$ cat src/rtl/uart_mmio_ctrl_pkg.sv
`default_nettype none
// ============================================================================
// Module   : uart_mmio_ctrl_pkg
// Purpose  : Register offsets and window decode shared by the UART MMIO block
// Revision : 1.0 - initial release
// ============================================================================
package uart_mmio_ctrl_pkg;

  // Upper address nibble that selects the MMIO window
  localparam logic [3:0] MMIO_BASE_NIBBLE = 4'h8;

  // Register offsets within the window (addr[4:0])
  localparam logic [4:0] MMIO_RX_CTRL = 5'h00;
  localparam logic [4:0] MMIO_RX_DATA = 5'h04;
  localparam logic [4:0] MMIO_TX_CTRL = 5'h08;
  localparam logic [4:0] MMIO_TX_DATA = 5'h0C;
  localparam logic [4:0] MMIO_CYC     = 5'h10;
  localparam logic [4:0] MMIO_INST    = 5'h14;
  localparam logic [4:0] MMIO_CNT_RST = 5'h18;

  // True when a byte address falls inside the MMIO window
  function automatic logic mmio_hit(input logic [31:0] a);
    return (a[31:28] == MMIO_BASE_NIBBLE);
  endfunction

endpackage : uart_mmio_ctrl_pkg
`default_nettype wire

$ cat src/rtl/uart_mmio_ctrl_sync_fifo.sv
`default_nettype none
// ============================================================================
// Module   : sync_fifo
// Purpose  : Single-clock FIFO with occupancy counter and show-ahead output
// Revision : 1.0 - initial release
// ============================================================================
module sync_fifo #(
  parameter int WIDTH = 8,
  parameter int DEPTH = 8
) (
  input  logic             clk,
  input  logic             rst,
  input  logic             push,
  input  logic             pop,
  input  logic [WIDTH-1:0] din,
  output logic             full,
  output logic             empty,
  output logic [WIDTH-1:0] dout
);

  localparam int AW = $clog2(DEPTH);

  logic [WIDTH-1:0] r_mem [DEPTH];
  logic [AW-1:0]    r_wr_ptr;
  logic [AW-1:0]    r_rd_ptr;
  logic [AW:0]      r_count;
  logic             w_push;
  logic             w_pop;

  // Requests are masked here so a caller cannot corrupt the occupancy
  assign w_push = push & ~full;
  assign w_pop  = pop & ~empty;
  assign full   = (r_count == (AW+1)'(DEPTH));
  assign empty  = (r_count == '0);
  assign dout   = r_mem[r_rd_ptr];

  // Storage array; contents are don't-care while empty, so no reset
  always_ff @(posedge clk) begin
    if (w_push) r_mem[r_wr_ptr] <= din;
  end

  // Pointers wrap naturally because DEPTH is a power of two
  always_ff @(posedge clk or negedge rst) begin
    if (!rst) begin
      r_wr_ptr <= '0;
      r_rd_ptr <= '0;
      r_count  <= '0;
    end else begin
      if (w_push) r_wr_ptr <= r_wr_ptr + 1'b1;
      if (w_pop)  r_rd_ptr <= r_rd_ptr + 1'b1;
      case ({w_push, w_pop})
        2'b10:   r_count <= r_count + 1'b1;
        2'b01:   r_count <= r_count - 1'b1;
        default: r_count <= r_count;
      endcase
    end
  end

endmodule : sync_fifo
`default_nettype wire

$ cat src/rtl/uart_mmio_ctrl.sv
`default_nettype none
// ============================================================================
// Module   : uart_mmio_ctrl
// Purpose  : CPU-facing MMIO window for UART RX/TX FIFOs and perf counters
// Revision : 1.0 - initial release
// ============================================================================
module uart_mmio_ctrl
  import uart_mmio_ctrl_pkg::*;
#(
  parameter int RX_DEPTH = 8,
  parameter int TX_DEPTH = 8
) (
  input  logic        clk,
  input  logic        rst,
  input  logic        stall,
  input  logic        en,
  input  logic        we,
  input  logic [31:0] addr,
  input  logic [31:0] wdata,
  input  logic        inst_retire,
  output logic        hit,
  output logic [31:0] rdata,
  input  logic [7:0]  uart_rx_data,
  input  logic        uart_rx_valid,
  output logic        uart_rx_ready,
  output logic [7:0]  uart_tx_data,
  output logic        uart_tx_valid,
  input  logic        uart_tx_ready
);

  logic        w_acc, w_load, w_store;
  logic [4:0]  w_sel;
  logic        w_rx_full, w_rx_empty, w_rx_push, w_rx_pop;
  logic [7:0]  w_rx_head;
  logic        w_tx_full, w_tx_empty, w_tx_push, w_tx_pop;
  logic        w_tx_store, w_tx_drop, w_cnt_clr;
  logic [31:0] w_load_data;
  logic        r_drop;
  logic [31:0] r_cyc;
  logic [31:0] r_inst;
  logic [31:0] r_rdata;
  logic        w_unused;

  // Address bits between the window nibble and the offset are ignored
  assign w_unused = ^{addr[27:5], wdata[31:8]};

  assign hit     = mmio_hit(addr);
  assign w_acc   = en & hit & ~stall;
  assign w_load  = w_acc & ~we;
  assign w_store = w_acc & we;
  assign w_sel   = addr[4:0];

  // RX side: UART fills, CPU drains through RX-data loads
  assign uart_rx_ready = ~w_rx_full;
  assign w_rx_push     = uart_rx_valid & ~w_rx_full;
  assign w_rx_pop      = w_load & (w_sel == MMIO_RX_DATA) & ~w_rx_empty;

  // TX side: fullness is sampled before any same-cycle UART pop
  assign w_tx_store    = w_store & (w_sel == MMIO_TX_DATA);
  assign w_tx_push     = w_tx_store & ~w_tx_full;
  assign w_tx_drop     = w_tx_store & w_tx_full;
  assign w_tx_pop      = ~w_tx_empty & uart_tx_ready;
  assign uart_tx_valid = ~w_tx_empty;

  assign w_cnt_clr = w_store & (w_sel == MMIO_CNT_RST);
  assign rdata     = r_rdata;

  sync_fifo #(.WIDTH(8), .DEPTH(RX_DEPTH)) u_rx_fifo (
    .clk   (clk),
    .rst   (rst),
    .push  (w_rx_push),
    .pop   (w_rx_pop),
    .din   (uart_rx_data),
    .full  (w_rx_full),
    .empty (w_rx_empty),
    .dout  (w_rx_head)
  );

  sync_fifo #(.WIDTH(8), .DEPTH(TX_DEPTH)) u_tx_fifo (
    .clk   (clk),
    .rst   (rst),
    .push  (w_tx_push),
    .pop   (w_tx_pop),
    .din   (wdata[7:0]),
    .full  (w_tx_full),
    .empty (w_tx_empty),
    .dout  (uart_tx_data)
  );

  // Read mux; an empty RX-data load returns 0 rather than a stale byte
  always_comb begin
    w_load_data = '0;
    case (w_sel)
      MMIO_RX_CTRL: w_load_data = {31'd0, ~w_rx_empty};
      MMIO_RX_DATA: w_load_data = w_rx_empty ? 32'd0 : {24'd0, w_rx_head};
      MMIO_TX_CTRL: w_load_data = {30'd0, r_drop, ~w_tx_full};
      MMIO_CYC:     w_load_data = r_cyc;
      MMIO_INST:    w_load_data = r_inst;
      default:      w_load_data = '0;
    endcase
  end

  // Load data lands one cycle later to line up with dmem in writeback
  always_ff @(posedge clk or negedge rst) begin
    if (!rst)        r_rdata <= '0;
    else if (w_load) r_rdata <= w_load_data;
  end

  // Sticky drop flag: a new drop beats the read-to-clear
  always_ff @(posedge clk or negedge rst) begin
    if (!rst)                                  r_drop <= 1'b0;
    else if (w_tx_drop)                        r_drop <= 1'b1;
    else if (w_load && w_sel == MMIO_TX_CTRL)  r_drop <= 1'b0;
  end

  // Free-running counters; a clear store wins over the same-cycle increment
  always_ff @(posedge clk or negedge rst) begin
    if (!rst) begin
      r_cyc  <= '0;
      r_inst <= '0;
    end else if (w_cnt_clr) begin
      r_cyc  <= '0;
      r_inst <= '0;
    end else begin
      r_cyc <= r_cyc + 32'd1;
      if (inst_retire && !stall) r_inst <= r_inst + 32'd1;
    end
  end

endmodule : uart_mmio_ctrl
`default_nettype wire
$ cat config.mk
export PLATFORM = sky130hd
export DESIGN_NAME = uart_mmio_ctrl
export DESIGN_NICKNAME = d
export VERILOG_FILES = /design/src/rtl/uart_mmio_ctrl_pkg.sv /design/src/rtl/uart_mmio_ctrl_sync_fifo.sv /design/src/rtl/uart_mmio_ctrl.sv
export SDC_FILE = /design/constraint.sdc
export NUM_CORES = 1
export LEC_CHECK = 0
export BUFFER_PORTS_ARGS = -buffer_cell sky130_fd_sc_hd__buf_2
export CORE_MARGIN = 2
export CORE_UTILIZATION = 57
export DETAILED_ROUTE_END_ITERATION = 10
export PLACE_DENSITY = 0.78
export SETUP_SLACK_MARGIN = 0.5
export SKIP_LAST_GASP = 1
export SYNTH_ARGS = -nofsm -noshare
export SYNTH_HDL_FRONTEND = slang
export SYNTH_SLANG_ARGS = --single-unit
$ cat constraint.sdc
create_clock -name clk -period 3.3 [get_ports clk]
set_input_delay 0.165 -clock clk [delete_from_list [all_inputs] [get_ports clk]]
set_output_delay 0.165 -clock clk [all_outputs]
set_load 0.01 [all_outputs]
==> results of run 1 <==
-- where the power goes --
part	total [mW]	switching [mW]	internal [mW]
Combinational	1.20	0.551	0.650
Clock	2.72	1.15	1.57
Sequential	3.86	0.348	3.51
Total	7.78	2.05	5.73
-- cell usage after synthesis, drive strengths merged (4+ instances only) --
cell type | instances | area, um^2
xor2 | 14 | 123
ha | 12 | 150
and4 | 7 | 61.3
nand2b | 22 | 138
buf | 21 | 108
nor2 | 40 | 150
nand4 | 21 | 138
nand3 | 56 | 285
edfxtp | 128 | 3840
mux4 | 31 | 698
mux2 | 21 | 240
a21o | 8 | 60.1
xnor2 | 25 | 219
or3 | 16 | 100
and2 | 4 | 25.0
a21oi | 23 | 119
inv | 16 | 60.1
clkbuf | 21 | 80.1
or4 | 9 | 71.3
o21ai | 44 | 220
o31ai | 5 | 37.5
and3 | 6 | 37.5
nor4 | 13 | 111
a22oi | 24 | 180
dfrtp | 117 | 2930
nand2 | 77 | 294
mux2i | 23 | 230
nor3 | 23 | 115
-- final cells by class --
type	instances	area share
Multi-Input combinational cell	547	0.316
Sequential cell	245	0.529
Clock buffer	32	0.0543
Inverter	16	0.00469
Timing Repair Buffer	123	0.0624
Clock inverter	16	0.00821
Tap cell	260	0.0254
-- worst max-delay path, stage by stage, from the launching register on --
cell     delay, ns
dfrtp_1       0.45
or4_1         0.61
nand2_1       0.16
inv_1         0.09
ha_1          0.26
xor2_1        0.16
ha_1          0.18
a21oi_1       0.16
xor2_1        0.18
nor2_1        0.07
xor2_1        0.14
-- kinds of logic after synthesis --
group,after synthesis,share of synthesized area
multiplexers,75,0.106
XOR/XNOR,39,0.0309
AO/OA/AOI/OAI,111,0.0617
AND/OR/NAND/NOR,309,0.152
flip-flops,245,0.612
adder cells (fa/ha/maj),13,0.0154
buffers and inverters,58,0.0224
-- repair_timing --
action,4_1_cts,5_1_grt
setup endpoints to repair,0,3
hold buffers,19,0
endpoints found under the hold margin,194,0
resized for setup,0,1
buffers inserted,0,1
-- flip-flops by register name, indices dropped and copies added, names as in the netlist --
| name | flops |
|---|---|
| u_rx_fifo.r_wr_ptr | 3 |
| u_rx_fifo.r_mem | 64 |
| r_cyc | 32 |
| u_tx_fifo.r_wr_ptr | 3 |
| u_tx_fifo.r_rd_ptr | 3 |
| u_tx_fifo.r_count | 4 |
| rdata | 32 |
| u_tx_fifo.r_mem | 64 |
| u_rx_fifo.r_rd_ptr | 3 |
| r_inst | 32 |
| u_rx_fifo.r_count | 4 |
| r_drop | 1 |
-- layer usage --
layer	part of all wire	GRT usage	vias to the layer above
li1	-	-	3414
met1	0.43	0.318	3614
met2	0.49	0.389	209
met3	0.058	0.0390	43
met4	0.028	0.0857	0
met5	0	0	-
-- placed cells by master, fill, tap and decap left out, drive strengths merged, types with 22 or more instances in the layout --
cell / instances
nand2b: 22
a21oi: 23
clkbuf: 32
mux4: 31
dfrtp: 117
mux2i: 23
nand2: 77
o21ai: 44
buf: 104
nor3: 23
a22oi: 24
nor2: 40
xnor2: 25
edfxtp: 128
nand3: 56
-- worst max path at each step --
| stage | endpoint | slack [ns] | cells after the start |
|---|---|---|---|
| 6_report | u_tx_fifo.r_count[2] | 0.71 | 10 |
| 5_1_grt | u_rx_fifo.r_count[3] | 0.54 | 9 |
| 2_1_floorplan | u_rx_fifo.r_count[3] | 0.66 | 9 |
| 4_1_cts | u_tx_fifo.r_count[2] | 0.58 | 9 |
| 3_3_place_gp | u_tx_fifo.r_count[2] | 0.56 | 11 |
| 3_5_place_dp | u_tx_fifo.r_count[2] | 0.47 | 11 |
-- through the flow --
step | hold slack (ns) | setup WS (ns)
finish | 0.0770 | 0.706
global route | 0.108 | 0.539
CTS | 0.0530 | 0.583
detailed placement | 0.333 | 0.468
global placement | 0.326 | 0.560
floorplan | -0.131 | 0.659
==> impl_metrics.yaml, run 1 <==
synth:
  synth_area_mm2: 0.0111
  synth_edf_count: 128
  synthArstFlopShare: 0.478
  ys.flop_type: "edfxtp_1"
  avgSynthCellArea_um2: 13.0
  synth_warnings: 0
  syn-num-nets: 943
  synth.distinct_cells: 57
  syn-instance-count: 850
  ys_seq_area_frac: 0.612
  ys_seq_elements: 245
floorplanning:
  rows: 50
  die_area_mm2: 0.0205
  core-area_mm2: 0.0189
  io_pins: 123
  die_width_um: 143
  die_h_um: 143
  initial_core_util: 0.585
critical_path:
  critPathKind: "flop to flop"
  r2r-end: "u_tx_fifo.r_count[2]"
  crit_path_max_fanout: 7
  r2r_start: "u_tx_fifo.r_count[0]"
  r2r_cells: 10
  cp-startpoint: "u_tx_fifo.r_count[0]"
  arrival_ns: 2.99
  critPathLaunchType: "flop"
  rrSetupSlack_ns: 0.71
  cp.required_ns: 3.70
  crit_path_end_kind: "flop"
finish:
  register_area_mm2: 0.00677
  nets: 1052
  num_antenna_cells: 0
  multi_input_area_mm2: 0.00405
  stdcell_count: 1239
  nFillCells: 1395
  fin_area_mm2: 0.0128
  fin_util: 0.677
  drive_above_1_share: 0.208
  syn2layout_area_growth_pct: 15.7
drt:
  avgViaCountPerCell: 5.88
  drcViolationCount: 0
  first_iter_violations: 422
  routed_wl_mm: 23.1
  postRouteAntennaNets: 0
  num_vias: 7280
  post_drt_wl_per_cell_um: 18.6
  first_pass_iters: 5
power_and_ir_drop:
  power.density_mw_per_mm2: 608
  ir_worst_vdd_uv: 474
  total_power_mw: 7.78
  leakagePower_nw: 4.94
hold_path:
  hold_end: "r_drop"
  hold_start: "addr[4]"
  min_path_cells: 5
  hp-class: "primary input to flop"
sta:
  tightest_slew_ns: 0.867
  fmax_mhz: 386
  period_needed_ns: 2.59
  setup_viol: 0
  skew_ns: 0.00738
  fin_tns_setup_ns: 0
  relSlewSlack: 0.420
  slew_viol_final: 0
  fin_crit_sh: 0.786
  rsz0062_at_grt: "no"
  hold_violations: 0
clock_network:
  cts_htree_levels: 1
  clk_pin_slew_ns: 0.06
  clk_latency_ns: 0.52
  cts_buffers: 26
  cts.sinks: 245
  cts_buffer_depth: 3
  cts_root_buffer: "clkbuf_16"
  cts_tree: "built"
flow_run:
  cap_violations: 0
placement:
  dp_hpwl_mm: 15.0
  gp_congestion: 0.791
  place_inst: 1171
  io_buffers: 75
  placed_area_mm2: 0.0118
global_route:
  antenna_found_initial: 0
  grt_pass1_wl_mm: 37.6
  grt_max_degree: 67
  overflow: 0
  grt_pass1_vias: 7336
  grt_usage: 0.235
status:
  status: "finished, final reports clean"
Note: power is estimated with default switching activity, not from simulation.
==> run 2, diff against run 1 <==
ABC_AREA = 1   (was unset)
clock period = 2.5 ns   (was 3.3 ns; I/O delays follow)
==> impl_metrics.yaml, run 2 <==
synth:
  synthArstFlopShare: 0.478
  avgSynthCellArea_um2: 8.81
  synth_common_cells: "nand2_1 (335), nor2_1 (240), edfxtp_1 (128), inv_1 (128), dfrtp_1 (117)"
  syn-instance-count: 1329
  synth.area.top_cells: "edfxtp_1 (33%), dfrtp_1 (25%), nand2_1 (11%)"
  synth_area_mm2: 0.0117
  ys_seq_elements: 245
  synth_warnings: 0
  synth_area_leader_cell: "edfxtp_1"
  ys.flop_type: "edfxtp_1"
  synth_top_area_frac: 0.328
  synth_most_common_cell: "nand2_1"
  synth.distinct_cells: 36
  synth_edf_count: 128
  syn-num-nets: 1422
  ys_seq_area_frac: 0.578
floorplanning:
  core-area_mm2: 0.0202
  die_h_um: 147
  die_width_um: 147
  die_area_mm2: 0.0217
  initial_core_util: 0.579
  rows: 52
  io_pins: 123
hold_path:
  hold_start: "addr[3]"
  hold_end: "r_drop"
  min_path_cells: 5
  hp-class: "primary input to flop"
critical_path:
  cp_num_buf_inv: 4
  crit_cells: 12
  critPathKind: "flop to flop"
  cpMaxStageDelayCell: "dfrtp_1"
  crit_path_max_fanout: 3
  arrival_ns: 2.55
  critPathLaunchType: "flop"
  crit_chain: "inv_2, nand2_4, nor3_4, nor2_4, nand2_2, inv_4, ha_4, buf_4, buf_4, xor2_1, xor2_1, mux2_2"
  crit_path_end_kind: "flop"
  cp.required_ns: 2.91
  cp_top_family: "simple AND/OR/NAND/NOR gates"
  r2r-end: "u_rx_fifo.r_count[3]"
  cpPeakStageDelay_ns: 0.42
  r2r_start: "u_rx_fifo.r_count[1]"
  r2r_cells: 12
  rrSetupSlack_ns: 0.36
power_and_ir_drop:
  ir_worst_vdd_uv: 909
  leakagePower_nw: 6.28
  power.density_mw_per_mm2: 839
global_route:
  grt_pass1_vias: 9227
  grt_max_degree: 45
  grt_usage: 0.263
  overflow: 0
  grt_pass1_wl_mm: 45.6
  antenna_found_initial: 0
clock_network:
  cts.sinks: 245
  cts_root_buffer: "clkbuf_16"
  clk_latency_ns: 0.53
  clk_pin_slew_ns: 0.06
  cts_buffer_depth: 3
  cts_tree: "built"
  cts_buffers: 25
  cts_htree_levels: 1
flow_run:
  cap_violations: 0
drt:
  drcViolationCount: 0
  avgViaCountPerCell: 5.53
  num_vias: 9736
  first_iter_violations: 783
  post_drt_wl_per_cell_um: 16.7
  first_pass_iters: 6
  postRouteAntennaNets: 0
  routed_wl_mm: 29.4
sta:
  skew_ns: 0.0120
  rsz0062_at_grt: "yes"
  fmax_mhz: 468
  final.setup.worst_slack_ns: 0.362
  relSlewSlack: 0.440
  slew_viol_final: 0
  period_needed_ns: 2.14
  fin_tns_setup_ns: 0
  tightest_slew_ns: 0.838
  setup_viol: 0
  hold_violations: 0
  fin_crit_sh: 0.855
finish:
  nets: 1563
  final_common_cell: "nand2_1"
  drive_above_1_share: 0.156
  reg_top3: "u_rx_fifo.r_mem: 64 flops, u_tx_fifo.r_mem: 64 flops"
  stdcell_count: 1759
  num_antenna_cells: 0
  syn2layout_area_growth_pct: 19.0
  mostFrequentLayoutCells: "nand2_1 (332), nor2_1 (238), edfxtp_1 (128)"
  fin_util: 0.689
placement:
  io_buffers: 75
  dp_hpwl_mm: 19.1
  gp_congestion: 0.943
  pre_cts_slack_ns: 0.301
  place_inst: 1667
status:
  status: "finished, final reports clean"
-- run 2: where the power goes --
part	total (mW)	switching, mW	internal (mW)	leakage, nW
Sequential	5.05	0.361	4.69	2.54
Clock	3.71	1.54	2.18	0.399
Combinational	2.94	1.75	1.18	3.34
-- run 2: layout make-up --
cell class,instances,area [um^2]
flip-flops and latches,245,6780
fillers,1512,6290
multi-input cells,910,4440
repair buffers,151,1050
clock buffers,37,711
inverters,137,520
well taps,270,338
clock inverters,9,101
-- run 2: through the flow --
step	total power [mW]	hold WS (ns)	area, um^2
detailed placement	7.43	0.168	12600
global placement	7.33	0.161	12600
floorplan	6.62	-0.171	11800
CTS	11.3	0.00567	13700
finish	11.7	0.0285	13900
global route	12.2	0.0701	13900
-- run 2: worst max-delay path by stage --
stage	start	end	slack, ns
global placement	u_rx_fifo.r_count[0]	u_rx_fifo.r_count[3]	0.35
floorplan	u_rx_fifo.r_count[0]	u_rx_fifo.r_count[3]	0.46
global route	u_rx_fifo.r_count[1]	u_rx_fifo.r_count[3]	0.28
detailed placement	u_rx_fifo.r_count[0]	u_rx_fifo.r_count[3]	0.30
finish	u_rx_fifo.r_count[1]	u_rx_fifo.r_count[3]	0.36
CTS	u_rx_fifo.r_count[0]	u_rx_fifo.r_count[3]	0.49
-- run 2: logic make-up (layout without fill, tap and decap cells) --
| kind of cell | after synthesis | after routing | synth area share |
|---|---|---|---|
| fa+ha+maj | 13 | 13 | 0.0145 |
| mux | 1 | 1 | 0.000961 |
| flops | 245 | 245 | 0.578 |
| xor+xnor | 25 | 25 | 0.0187 |
| buf+inv | 174 | 334 | 0.0572 |
| simple gates | 711 | 711 | 0.251 |
| compound gates | 160 | 160 | 0.0797 |
-- run 2: per-layer routing --
metal / track usage / vias up / part of all wire
li1: - / 4668 / -
met1: 0.365 / 4672 / 0.43
met2: 0.438 / 341 / 0.49
met3: 0.0379 / 55 / 0.066
met4: 0.0764 / 0 / 0.022
met5: 0 / - / 0
-- run 2: repair_timing --
item | CTS | global route
cloned | 0 | 1
resized for setup | 14 | 28
pin swaps | 2 | 6
buffers inserted | 11 | 14
hold endpoints to repair | 172 | 1
endpoints found under the setup margin | 11 | 15
hold buffers | 19 | 1
-- run 2: worst min-delay path, delay by kind of cell --
kind / cells / cell delay (ns)
simple gates: 3 / 0.20
buf+inv: 1 / 0.12
compound gates: 1 / 0.06
==> run 3, diff against run 2 <==
CORE_UTILIZATION = 59   (was 57)
PLACE_DENSITY = 0.8   (was 0.78)
==> impl_metrics.yaml, run 3 (synthesis gave the netlist of run 2 again) <==
drt:
  avgViaCountPerCell: 5.68
  post_drt_wl_per_cell_um: 17.8
  drcViolationCount: 0
  first_iter_violations: 1168
  postRouteAntennaNets: 0
  first_pass_iters: 7
  routed_wl_mm: 31.1
  num_vias: 9936
critical_path:
  critPathLaunchType: "flop"
  arrival_ns: 2.11
  cpPeakStageDelay_ns: 0.43
  critPathKind: "flop to output port"
  rrSetupSlack_ns: 0.39
  r2r-end: "u_rx_fifo.r_count[3]"
  crit_path_max_fanout: 6
  cpMostUsedCell: "nand2_1"
  cp_num_buf_inv: 4
  crit_path_end_kind: "output port"
  r2r_cells: 12
  crit_chain: "clkinvlp_4, buf_12, clkbuf_16, nor2_1, o32ai_1, nand2_1, nand2_1, buf_2"
  cp_top_family: "buffers and inverters"
  r2r_start: "u_rx_fifo.r_count[1]"
  cpMaxStageDelayCell: "dfrtp_1"
  cp.required_ns: 2.38
finish:
  final_common_cell: "nand2_1"
  reg_top3: "u_rx_fifo.r_mem: 64 flops, u_tx_fifo.r_mem: 64 flops"
  nFillCells: 1325
  drive_above_1_share: 0.176
  fin_area_mm2: 0.0143
  nets: 1556
  multi_input_area_mm2: 0.00461
  syn2layout_area_growth_pct: 22.0
  mostFrequentLayoutCells: "nand2_1 (332), nor2_1 (217), edfxtp_1 (128)"
  register_area_mm2: 0.00677
placement:
  io_buffers: 75
  dp_hpwl_mm: 19.6
  gp_congestion: 0.927
  placed_area_mm2: 0.0126
global_route:
  grt_usage: 0.287
  antenna_found_initial: 0
  grt_max_degree: 53
  grt_pass1_vias: 9711
  overflow: 0
  grt_pass1_wl_mm: 48.6
sta:
  slew_viol_final: 0
  fin_tns_setup_ns: 0
  hold_violations: 0
  fmax_mhz: 448
  skew_ns: 0.0131
  setup_viol: 0
  period_needed_ns: 2.23
  relSlewSlack: 0.458
  fin_crit_sh: 0.894
  rsz0062_at_grt: "yes"
  tightest_slew_ns: 0.811
clock_network:
  cts_buffer_depth: 3
  clk_latency_ns: 0.55
  cts_htree_levels: 1
  cts_root_buffer: "clkbuf_16"
  clk_pin_slew_ns: 0.06
  cts.sinks: 245
  cts_tree: "built"
  cts_buffers: 26
floorplanning:
  rows: 51
  core-area_mm2: 0.0195
  die_area_mm2: 0.0210
  io_pins: 123
  initial_core_util: 0.602
  die_h_um: 145
  die_width_um: 145
power_and_ir_drop:
  ir_worst_vdd_uv: 703
  power.density_mw_per_mm2: 889
  clockPowerShare: 0.337
  p_seq_frac: 0.399
  intPower_mw: 8.70
  swShare: 0.316
  leakagePower_nw: 6.36
  p_comb_frac: 0.264
  switchingPower_mw: 4.01
flow_run:
  cap_violations: 0
hold_path:
  hold_start: "addr[3]"
  min_path_cells: 5
  hp-class: "primary input to flop"
  hold_end: "r_drop"
status:
  status: "finished, final reports clean"
## run 3: worst reg2reg max path, delay by kind of cell, from the launching register on
family | cells | cell delay, ns
AOI/OAI and AO/OA | 1 | 0.15
muxes | 1 | 0.27
xor gates and xnor gates | 1 | 0.08
buffers and inverters | 2 | 0.17
adders and majority gates | 2 | 0.47
and+or+nand+nor | 5 | 0.45
DFF | 1 | 0.39
## run 3: per-stage QoR
step / power (mW) / instances / hold WS (ns) / setup WS, ns / util
global route: 13.2 / 1748 / 0.0375 / 0.214 / 0.734
global placement: 7.31 / 1662 / 0.132 / 0.352 / 0.645
CTS: 12.2 / 1741 / 0.00659 / 0.412 / 0.720
floorplan: 6.62 / 1329 / -0.171 / 0.460 / -
finish: 12.7 / 1749 / 0.0198 / 0.265 / 0.734
detailed placement: 7.44 / 1662 / 0.132 / 0.222 / 0.645
## run 3: worst max-delay path by stage
stage                                      from              endpoint  slack (ns)  cells after the start
after floorplan            u_rx_fifo.r_count[0]  u_rx_fifo.r_count[3]        0.46                     12
after global placement                  addr[1]  u_rx_fifo.r_count[3]        0.35                     12
after detailed placement               addr[28]  u_tx_fifo.r_count[2]        0.22                     12
after CTS                  u_rx_fifo.r_count[1]  u_rx_fifo.r_count[3]        0.41                     12
after global routing      u_tx_fifo.r_rd_ptr[0]       uart_tx_data[2]        0.21                      8
final                     u_tx_fifo.r_rd_ptr[0]       uart_tx_data[2]        0.27                      8
## run 3: what timing repair did
item,CTS,global route
endpoints found under the hold margin,173,0
resized for setup,35,46
gates cloned,2,3
buffers inserted,9,4
pin swaps,7,6
hold buffers,20,0
setup endpoints to repair,13,13
## run 3: power groups by stage
stage               logic, mW  registers, mW  clock network, mW
finish                   3.36           5.07               4.28
CTS                      2.89           5.04               4.31
global placement         2.23           5.07                  0
detailed placement       2.34           5.10                  0
floorplan                1.60           5.02                  0
global route             3.64           5.11               4.48
## run 3: routing by layer
layer	wire length, um	vias to the layer above	GRT usage
met4	688	0	0.0782
met3	2630	76	0.0500
li1	-	4651	-
met2	15000	463	0.477
met1	12800	4746	0.394
met5	0	-	0
## run 3: final cells by class
class,instances,area share
sequential,245,0.474
multi-input combinational,910,0.323
timing repair buffer,142,0.0753
clock buffer,33,0.0495
inverter,137,0.0367
tap,265,0.0232
clock inverter,15,0.0184
timing repair inverter,1,0.000350
antenna,1,0.000175
